===== src/rtl/rc4_pkg.sv =====
// rtl/rc4_pkg.sv - shared RC4 constants and the key-scheduling state type
//
// Used by the memory initializer, ksa_swap and the PRGA/decrypt stage.
//   DATA_WIDTH : S-box word and address width
//   ADDR_MAX   : last S-box index
//   KEY_BYTES  : key length in bytes
package rc4_pkg;

  localparam int DATA_WIDTH = 8;
  localparam int ADDR_MAX   = 255;
  localparam int KEY_BYTES  = 3;

  typedef enum logic [2:0] {
    IDLE,
    RD_I,
    GET_I,
    RD_J,
    GET_J,
    WR_I,
    WR_J,
    DONE
  } ksa_state_t;

endpackage


===== src/rtl/key_byte_sel.sv =====
// rtl/key_byte_sel.sv - selects key byte kidx, byte 0 being the most significant
//
// Ports:
//   key  : packed key, byte 0 = key[8*KEY_BYTES-1 -: 8]
//   kidx : byte index, 0 .. KEY_BYTES-1
//   kbyte: selected byte (0 for an out-of-range index)
module key_byte_sel #(
  parameter int KEY_BYTES = 3,
  parameter int KW        = 2
) (
  input  logic [8*KEY_BYTES-1:0] key,
  input  logic [KW-1:0]          kidx,
  output logic [7:0]             kbyte
);

  always_comb begin
    kbyte = 8'd0;
    for (int b = 0; b < KEY_BYTES; b++) begin
      if (kidx == KW'(b)) begin
        kbyte = key[8*(KEY_BYTES-b)-1 -: 8];
      end
    end
  end

endmodule


===== src/rtl/ksa_swap.sv =====
// rtl/ksa_swap.sv - RC4 key-scheduling pass over the S-box in single-port memory
//
// Ports:
//   clk, rst_n : clock, asynchronous active-low reset
//   start      : begins the pass when sampled high in IDLE
//   key        : secret key, MSB-first bytes, stable from start to finish
//   address    : memory address
//   data       : memory write data
//   wren       : memory write enable
//   q          : memory read data, one cycle after address
//   finish     : sticky pass-complete flag
module ksa_swap
  import rc4_pkg::*;
#(
  parameter int DATA_WIDTH = rc4_pkg::DATA_WIDTH,
  parameter int ADDR_MAX   = rc4_pkg::ADDR_MAX,
  parameter int KEY_BYTES  = rc4_pkg::KEY_BYTES
) (
  input  logic                    clk,
  input  logic                    rst_n,
  input  logic                    start,
  input  logic [8*KEY_BYTES-1:0]  key,
  output logic [DATA_WIDTH-1:0]   address,
  output logic [DATA_WIDTH-1:0]   data,
  output logic                    wren,
  input  logic [DATA_WIDTH-1:0]   q,
  output logic                    finish
);

  localparam int KW = (KEY_BYTES > 1) ? $clog2(KEY_BYTES) : 1;

  ksa_state_t            state;
  logic [DATA_WIDTH-1:0] i, j, si, sj;
  logic [KW-1:0]         kidx;
  logic [7:0]            kbyte;

  key_byte_sel #(
    .KEY_BYTES (KEY_BYTES),
    .KW        (KW)
  ) u_key_byte_sel (
    .key   (key),
    .kidx  (kidx),
    .kbyte (kbyte)
  );

  always_ff @(posedge clk or negedge rst_n) begin
    if (!rst_n) begin
      state <= IDLE;
      i     <= '0;
      j     <= '0;
      si    <= '0;
      sj    <= '0;
      kidx  <= '0;
    end else begin
      case (state)
        IDLE: begin
          if (start) begin
            i     <= '0;
            j     <= '0;
            kidx  <= '0;
            state <= RD_I;
          end
        end
        RD_I:  state <= GET_I;
        GET_I: begin
          si    <= q;
          // 8-bit wraparound is the RC4 "mod 256"
          j     <= j + q + DATA_WIDTH'(kbyte);
          state <= RD_J;
        end
        RD_J:  state <= GET_J;
        GET_J: begin
          sj    <= q;
          state <= WR_I;
        end
        WR_I:  state <= WR_J;
        WR_J: begin
          if (i == DATA_WIDTH'(ADDR_MAX)) begin
            state <= DONE;
          end else begin
            i     <= i + 1'b1;
            kidx  <= (kidx == KW'(KEY_BYTES-1)) ? '0 : kidx + 1'b1;
            state <= RD_I;
          end
        end
        DONE:    state <= DONE;
        default: state <= IDLE;
      endcase
    end
  end

  // Outputs decode from state and datapath registers only, so reset clears
  // them without waiting for a clock edge.
  always_comb begin
    address = '0;
    data    = '0;
    wren    = 1'b0;
    finish  = 1'b0;
    case (state)
      RD_I, GET_I: address = i;
      RD_J, GET_J: address = j;
      WR_I: begin
        address = i;
        data    = sj;
        wren    = 1'b1;
      end
      WR_J: begin
        address = j;
        data    = si;
        wren    = 1'b1;
      end
      DONE:    finish = 1'b1;
      default: address = '0;
    endcase
  end

endmodule


===== config.mk =====
export PLATFORM = sky130hd
export DESIGN_NAME = ksa_swap
export DESIGN_NICKNAME = d
export VERILOG_FILES = /design/src/rtl/rc4_pkg.sv /design/src/rtl/key_byte_sel.sv /design/src/rtl/ksa_swap.sv
export SDC_FILE = /design/constraint.sdc
export NUM_CORES = 1
export LEC_CHECK = 0
export ABC_AREA = 0
export CAP_MARGIN = 30
export CORE_MARGIN = 1.5
export CORE_UTILIZATION = 55
export DETAILED_ROUTE_END_ITERATION = 10
export PLACE_DENSITY_LB_ADDON = 0.12
export SLEW_MARGIN = 15
export SYNTH_ARGS = -nofsm -noshare
export SYNTH_HDL_FRONTEND = slang
export SYNTH_SLANG_ARGS = --single-unit

===== constraint.sdc =====
create_clock -name clk -period 7.3 [get_ports clk]
set_input_delay 1.46 -clock clk [delete_from_list [all_inputs] [get_ports clk]]
set_output_delay 1.46 -clock clk [all_outputs]
set_load 0.03 [all_outputs]

[Word-level counts from Yosys, hierarchy flattened]
Cells that the tools add are included.
Storage, ports and cells
  output and inout bits: 18
  register bits: 37
  logic and storage cells: 49
Operators by class
  reduce and logical (&&, ||, !) cells: 9
  multiplexer cells: 18
  $add $sub $neg: 4
  equality and inequality tests: 12
Operators by type and width (number)
  $pmux W8 S2: 4
  $mux W8: 5
  $pmux W3 S8: 1
  $add A8 B8 Y8: 2
  $eq A3 B3 Y1 const B: 4
  $add A8 B1 Y8 const B: 1
  $eq A8 B8 Y1 const B: 1
  $eq A3 B2 Y1 const B: 2
  $mux W2: 3
  $mux W3: 2
  $reduce_or A3 Y1: 2
  $ne A2 B2 Y1 const B: 2
  $pmux W2 S2: 1
  $reduce_bool A2 Y1: 2
  $eq A3 B1 Y1 const B: 1
  $logic_not A3 Y1: 1
  $reduce_and A3 Y1: 1
  $add A2 B1 Y2 const B: 1
  $eq A2 B1 Y1 const B: 1
  $eq A2 B2 Y1 const B: 1
  $logic_not A2 Y1: 1
  $mux W1: 2
  $reduce_and A2 Y1: 1
  $reduce_or A2 Y1: 1

[Depth between registers and ports, before layout]
  depth in word-level cells: 6
  mapped depth: 13
  mapped depth without buffers: 12

[Cells and area by module]
From an unflattened synthesis, not the netlist that was laid out.
Second synthesis, totals
  cells, all modules: 252
  area, all modules: 2542.4 sq um
By module, submodules not included
  ksa_swap: cells each 232, sequential area each 925.9 sq um, area each 2344.7 sq um, times used 1
  key_byte_sel: cells each 20, sequential area each 0.0 sq um, area each 197.7 sq um, times used 1

[Worst setup path before layout]
Ideal clock, no wire load.
  path kind: input-to-reg
  start point: input key[9]
  end point: register j[7]
  path buffers: 0
  setup slack: 3736 ps
  data arrival time: 3443 ps
  stages on the path: 11
  library setup time: 121 ps
  cell sequence: mux2i_1 o21ai_0 fa_1 ha_1 inv_1 fa_1 nand2b_1 a21oi_1 o22ai_1 xnor2_1 a22o_1
On the way
  word-level cells in the longest chain between the ends: 4
Ends and longest elaborated chain
  start: declaration: line ksa_swap.sv:22  | input logic [8*KEY_BYTES-1:0] key,
  $mux W8 (2 in a row): line key_byte_sel.sv:19  | if (kidx == KW'(b)) begin
  $add A8 B8 Y8: line ksa_swap.sv:68  | j <= j + q + DATA_WIDTH'(kbyte);
  $pmux W8 S2: line ksa_swap.sv:55  | case (state)
  end signal: assignment: line ksa_swap.sv:68
  end: declaration: line ksa_swap.sv:33  | logic [DATA_WIDTH-1:0] i, j, si, sj;
No other way between the ends.
A chain may end at the register's enable or synchronous reset.

[Worst setup path in the final report]
  start point: register state[0]
  end point: output data[5]
On the way
  word-level cells in the longest chain between the ends: 2
  elaborated cells on any way between the ends: 3
  those cells by class: eq/ne: 2; mux: 1
Ends and longest elaborated chain
  start: declaration: line ksa_swap.sv:32  | ksa_state_t state;
  start signal: assignment: line ksa_swap.sv:48  | state <= IDLE;
  start signal: assignment: line ksa_swap.sv:61  | state <= RD_I;
  start signal: assignment: line ksa_swap.sv:64  | RD_I: state <= GET_I;
  $eq A3 B3 Y1: line ksa_swap.sv:99  | case (state)
  $pmux W8 S2 *: line ksa_swap.sv:99
  end: declaration: line ksa_swap.sv:24  | output logic [DATA_WIDTH-1:0] data,
Mark *: on every way between the ends. The rest lies on a longest branch, timed or not.

==> results.md <==
Run status:
- The run finished with clean final reports.

Finish:
- The leading cell type in the layout, fill and taps excluded is clkdlybuf4s50_1.
- In the layout the commonest cells are clkdlybuf4s50_1, dfrtp_1, nand2_1, o21ai_0, nor2_1.
- Relative to the synthesized area, the layout overhead comes to 25.2%.
- The repair_antennas step left the layout with diodes totalling 0.
- The number of nets in the layout is between 300 and 400.
- The area of all placed cells without fillers is between 0.003 and 0.004 mm².
- The fraction of layout instances using a drive strength above 1 is 0.111.

Yosys:
- The Yosys step of the flow raised 0 warnings.
- In the synthesized netlist, the number of instances is between 200 and 250.
- The post-synthesis instance area is 0.00249 mm².
- The mean instance size in the synthesized netlist is 10.0 µm².
- The total nets after synthesis is between 200 and 300.
- The number of library cell types mapped by synthesis is 43.
- In this run, synthesis produced a sequential element count of 37.
- In the synthesized netlist the dominant register cell turns out to be dfrtp_1.
- The number of flops mapped to enable cells by yosys is 0.
- Of the synthesized area, sequential elements account for 0.371.
- Of all flip-flops after synthesis, the portion carrying an async set or reset was 1.00.

Timing:
- The final worst clock skew is around 5.0 ps.
- The max-slew violation total from the final report was 0.
- On the final layout, the worst hold slack is a little over 500 ps.
- At the pin with the least slew margin, the transition time is just under 900 ps.
- The achievable clock frequency is approximately 0.22 GHz.
- Setup repair after global routing left no endpoint under its margin.
- In the finished design, the share of the clock period the worst path needs comes to 0.614.
- The headroom to the max-slew limit is 0.418.
- The final critical-path required period is 4490 ps.
- The final number of hold-violating endpoints is 0.
- For the final routed database, the setup TNS stands at 0 ps.
- The total setup violations reported at the end of the flow is 0.

Clocking:
- Buffers inserted to repair hold after CTS numbered 0.
- Clock-pin slew was measured on the worst setup and hold paths at about 80 ps.
- The count of H-tree levels built during CTS is 2.
- The clock tree buffer depth is 2.
- The latest clock arrival within the worst-skew pair is 290 ps.
- The total number of clock tree sinks is 37.
- The number of gates resized after CTS is 0.
- The buffer count from post-CTS setup fixing is 0.
- The clock tree from TritonCTS is built.
- Clock tree synthesis inserted a total of 5 buffers.
- The cell sitting at the root of the clock tree is a clkbuf_8.

Route:
- Before antenna repair, the detailed router went through 4 iterations.
- The routed layout has between 2000 and 2500 vias.
- The final antenna-violating net count is 0.
- The post-detailed-route DRC marker count is 0.
- The number of DRC markers after the initial detailed-route iteration is 145.
- The final routed wire length divided by cell count is 15.8 µm.
- The via density per instance is slightly below 6.
- The final wirelength is approximately 5500 µm.

Power and ir drop:
- The logic gate share of total power is 0.598.
- The standby leakage power is between 1 and 1.5 nW.
- Of the total power, the share spent switching nets is 0.447.
- The power share of the clock group is 0.102.
- The design draws between 1 and 1.5 mW.
- Internal power comes to between 700 and 800 µW.
- The total power per unit cell area is about 440 mW/mm².
- IR analysis of the VDD net gives a maximum drop of approximately 0.25 mV.
- The share of total power dissipated in sequential elements is 0.300.
- The switching power of the nets is between 600 and 700 µW.

Global routing:
- The total global routing track utilization is 0.242.
- The via count of the first global-routing pass is 2018.
- The aggregate global routing overflow is 0.
- The initial antenna violation count was 0.
- Entering global routing, the biggest net connects 38 pins.
- The first-pass GRT wire length is 9340 µm.

Critical path:
- The setup path with the least slack is of type flop to output pin.
- The worst setup path is launched from a flop.
- The highest net fanout along the worst path is 22.
- The kind of end point of the critical path is an output pin.
- For the worst setup path, the data required time is between 5000 and 6000 ps.
- The data arrival time at the worst-slack endpoint is around 3000 ps.

Place:
- The placer's final routability congestion estimate is 0.914.
- The placed standard-cell area is ~0.003 mm².
- Detailed placement finished with a half-perimeter wire length of around 4100 µm.
- The count of input and output buffers is 52.

Floorplan:
- From left edge to right edge, the die measures about 70 µm.
- The floorplan has 24 rows.
- The number of top-level pins is between 50 and 60.
- The floorplan step defined a die boundary enclosing ~0.005 mm².
- The core box area is roughly 0.0044 mm².
- Measured along the y axis, the die boundary spans 70.3 µm.
- For this configuration, the core starts out at a cell density of 0.573.

Min path:
- The min-delay analysis places its worst path in the category flop to flop.

Run:
- Across the run, the number of max-cap violations was 0.
-- flip-flops by register name, indices dropped and copies added, names as in the netlist --
| signal | count |
|---|---|
| sj | 8 |
| j | 8 |
| state | 3 |
| kidx | 2 |
| si | 8 |
| i | 8 |
-- critical path, cell delays in order (launching register included) --
cell and delay (ps):
dfrtp_1 890, nor2b_1 660, buf_6 230, a22oi_1 90
nor2b_1 160, clkdlybuf4s50_1 690
-- power by group through the flow --
stage / clock network, mW / logic, mW / registers, mW
floorplan: 0 / 0.676 / 0.350
global placement: 0 / 0.803 / 0.412
detailed placement: 0 / 0.829 / 0.418
CTS: 0.143 / 0.834 / 0.414
global route: 0.153 / 0.921 / 0.433
finish: 0.141 / 0.829 / 0.415
-- per-layer routing --
layer,vias to the layer above,GRT usage,wire length [µm]
li1,989,-,-
met1,989,0.307,2450
met2,45,0.397,2780
met3,8,0.0620,178
met4,0,0.0876,86
met5,-,0,0
-- logic make-up (layout without fill, tap and decap cells) --
| logic type | after synthesis | in the layout | share of synthesized area |
|---|---|---|---|
| simple gates | 76 | 76 | 0.164 |
| compound gates | 57 | 57 | 0.159 |
| flops | 37 | 37 | 0.371 |
| mux | 32 | 32 | 0.136 |
| buf+inv | 22 | 70 | 0.0351 |
| fa+ha+maj | 15 | 15 | 0.0993 |
| xor+xnor | 10 | 10 | 0.0351 |
-- cell type report --
cell class	instances	area, µm²
well taps	52	65.1
repair buffers	54	539
multi-input cells	190	1480
inverters	8	30.0
clock buffers	6	72.6
flip-flops and latches	37	926
fillers	339	1230
clock inverters	2	10.0
-- final timing paths --
path / start / to / slack [ps] / cells after the start
worst max-delay path: state[0]$_DFFE_PN0P_ / data[5] / 2810 / 5
worst min-delay path: si[2]$_DFFE_PN0P_ / si[2]$_DFFE_PN0P_ / 510 / 1
worst max register to register: kidx[0]$_DFFE_PN0P_ / j[7]$_DFFE_PN0P_ / 4100 / 12
worst min register to register: si[2]$_DFFE_PN0P_ / si[2]$_DFFE_PN0P_ / 510 / 1
max in group asynchronous: rst_n / si[6]$_DFFE_PN0P_ / 5360 / 2
min in group asynchronous: rst_n / i[7]$_DFFE_PN0P_ / 1590 / 2
-- Yosys cell counts, drive strengths merged (8+ instances only) --
master	n	area (µm²)
a22oi	16	120
dfrtp	37	926
fa	8	160
inv	8	30.0
mux2	16	180
mux2i	16	160
nand2	19	71.3
nor2	18	70.1
nor2b	14	87.6
o21ai	18	90.1
xnor2	9	78.8
-- through the flow --
step	util	worst slack (ps)	instances
floorplan	-	3740	249
global placement	0.696	2950	340
detailed placement	0.698	3120	341
CTS	0.717	2810	349
global route	0.717	2650	349
finish	0.717	2810	349
Power figures use the tool's default switching activity.
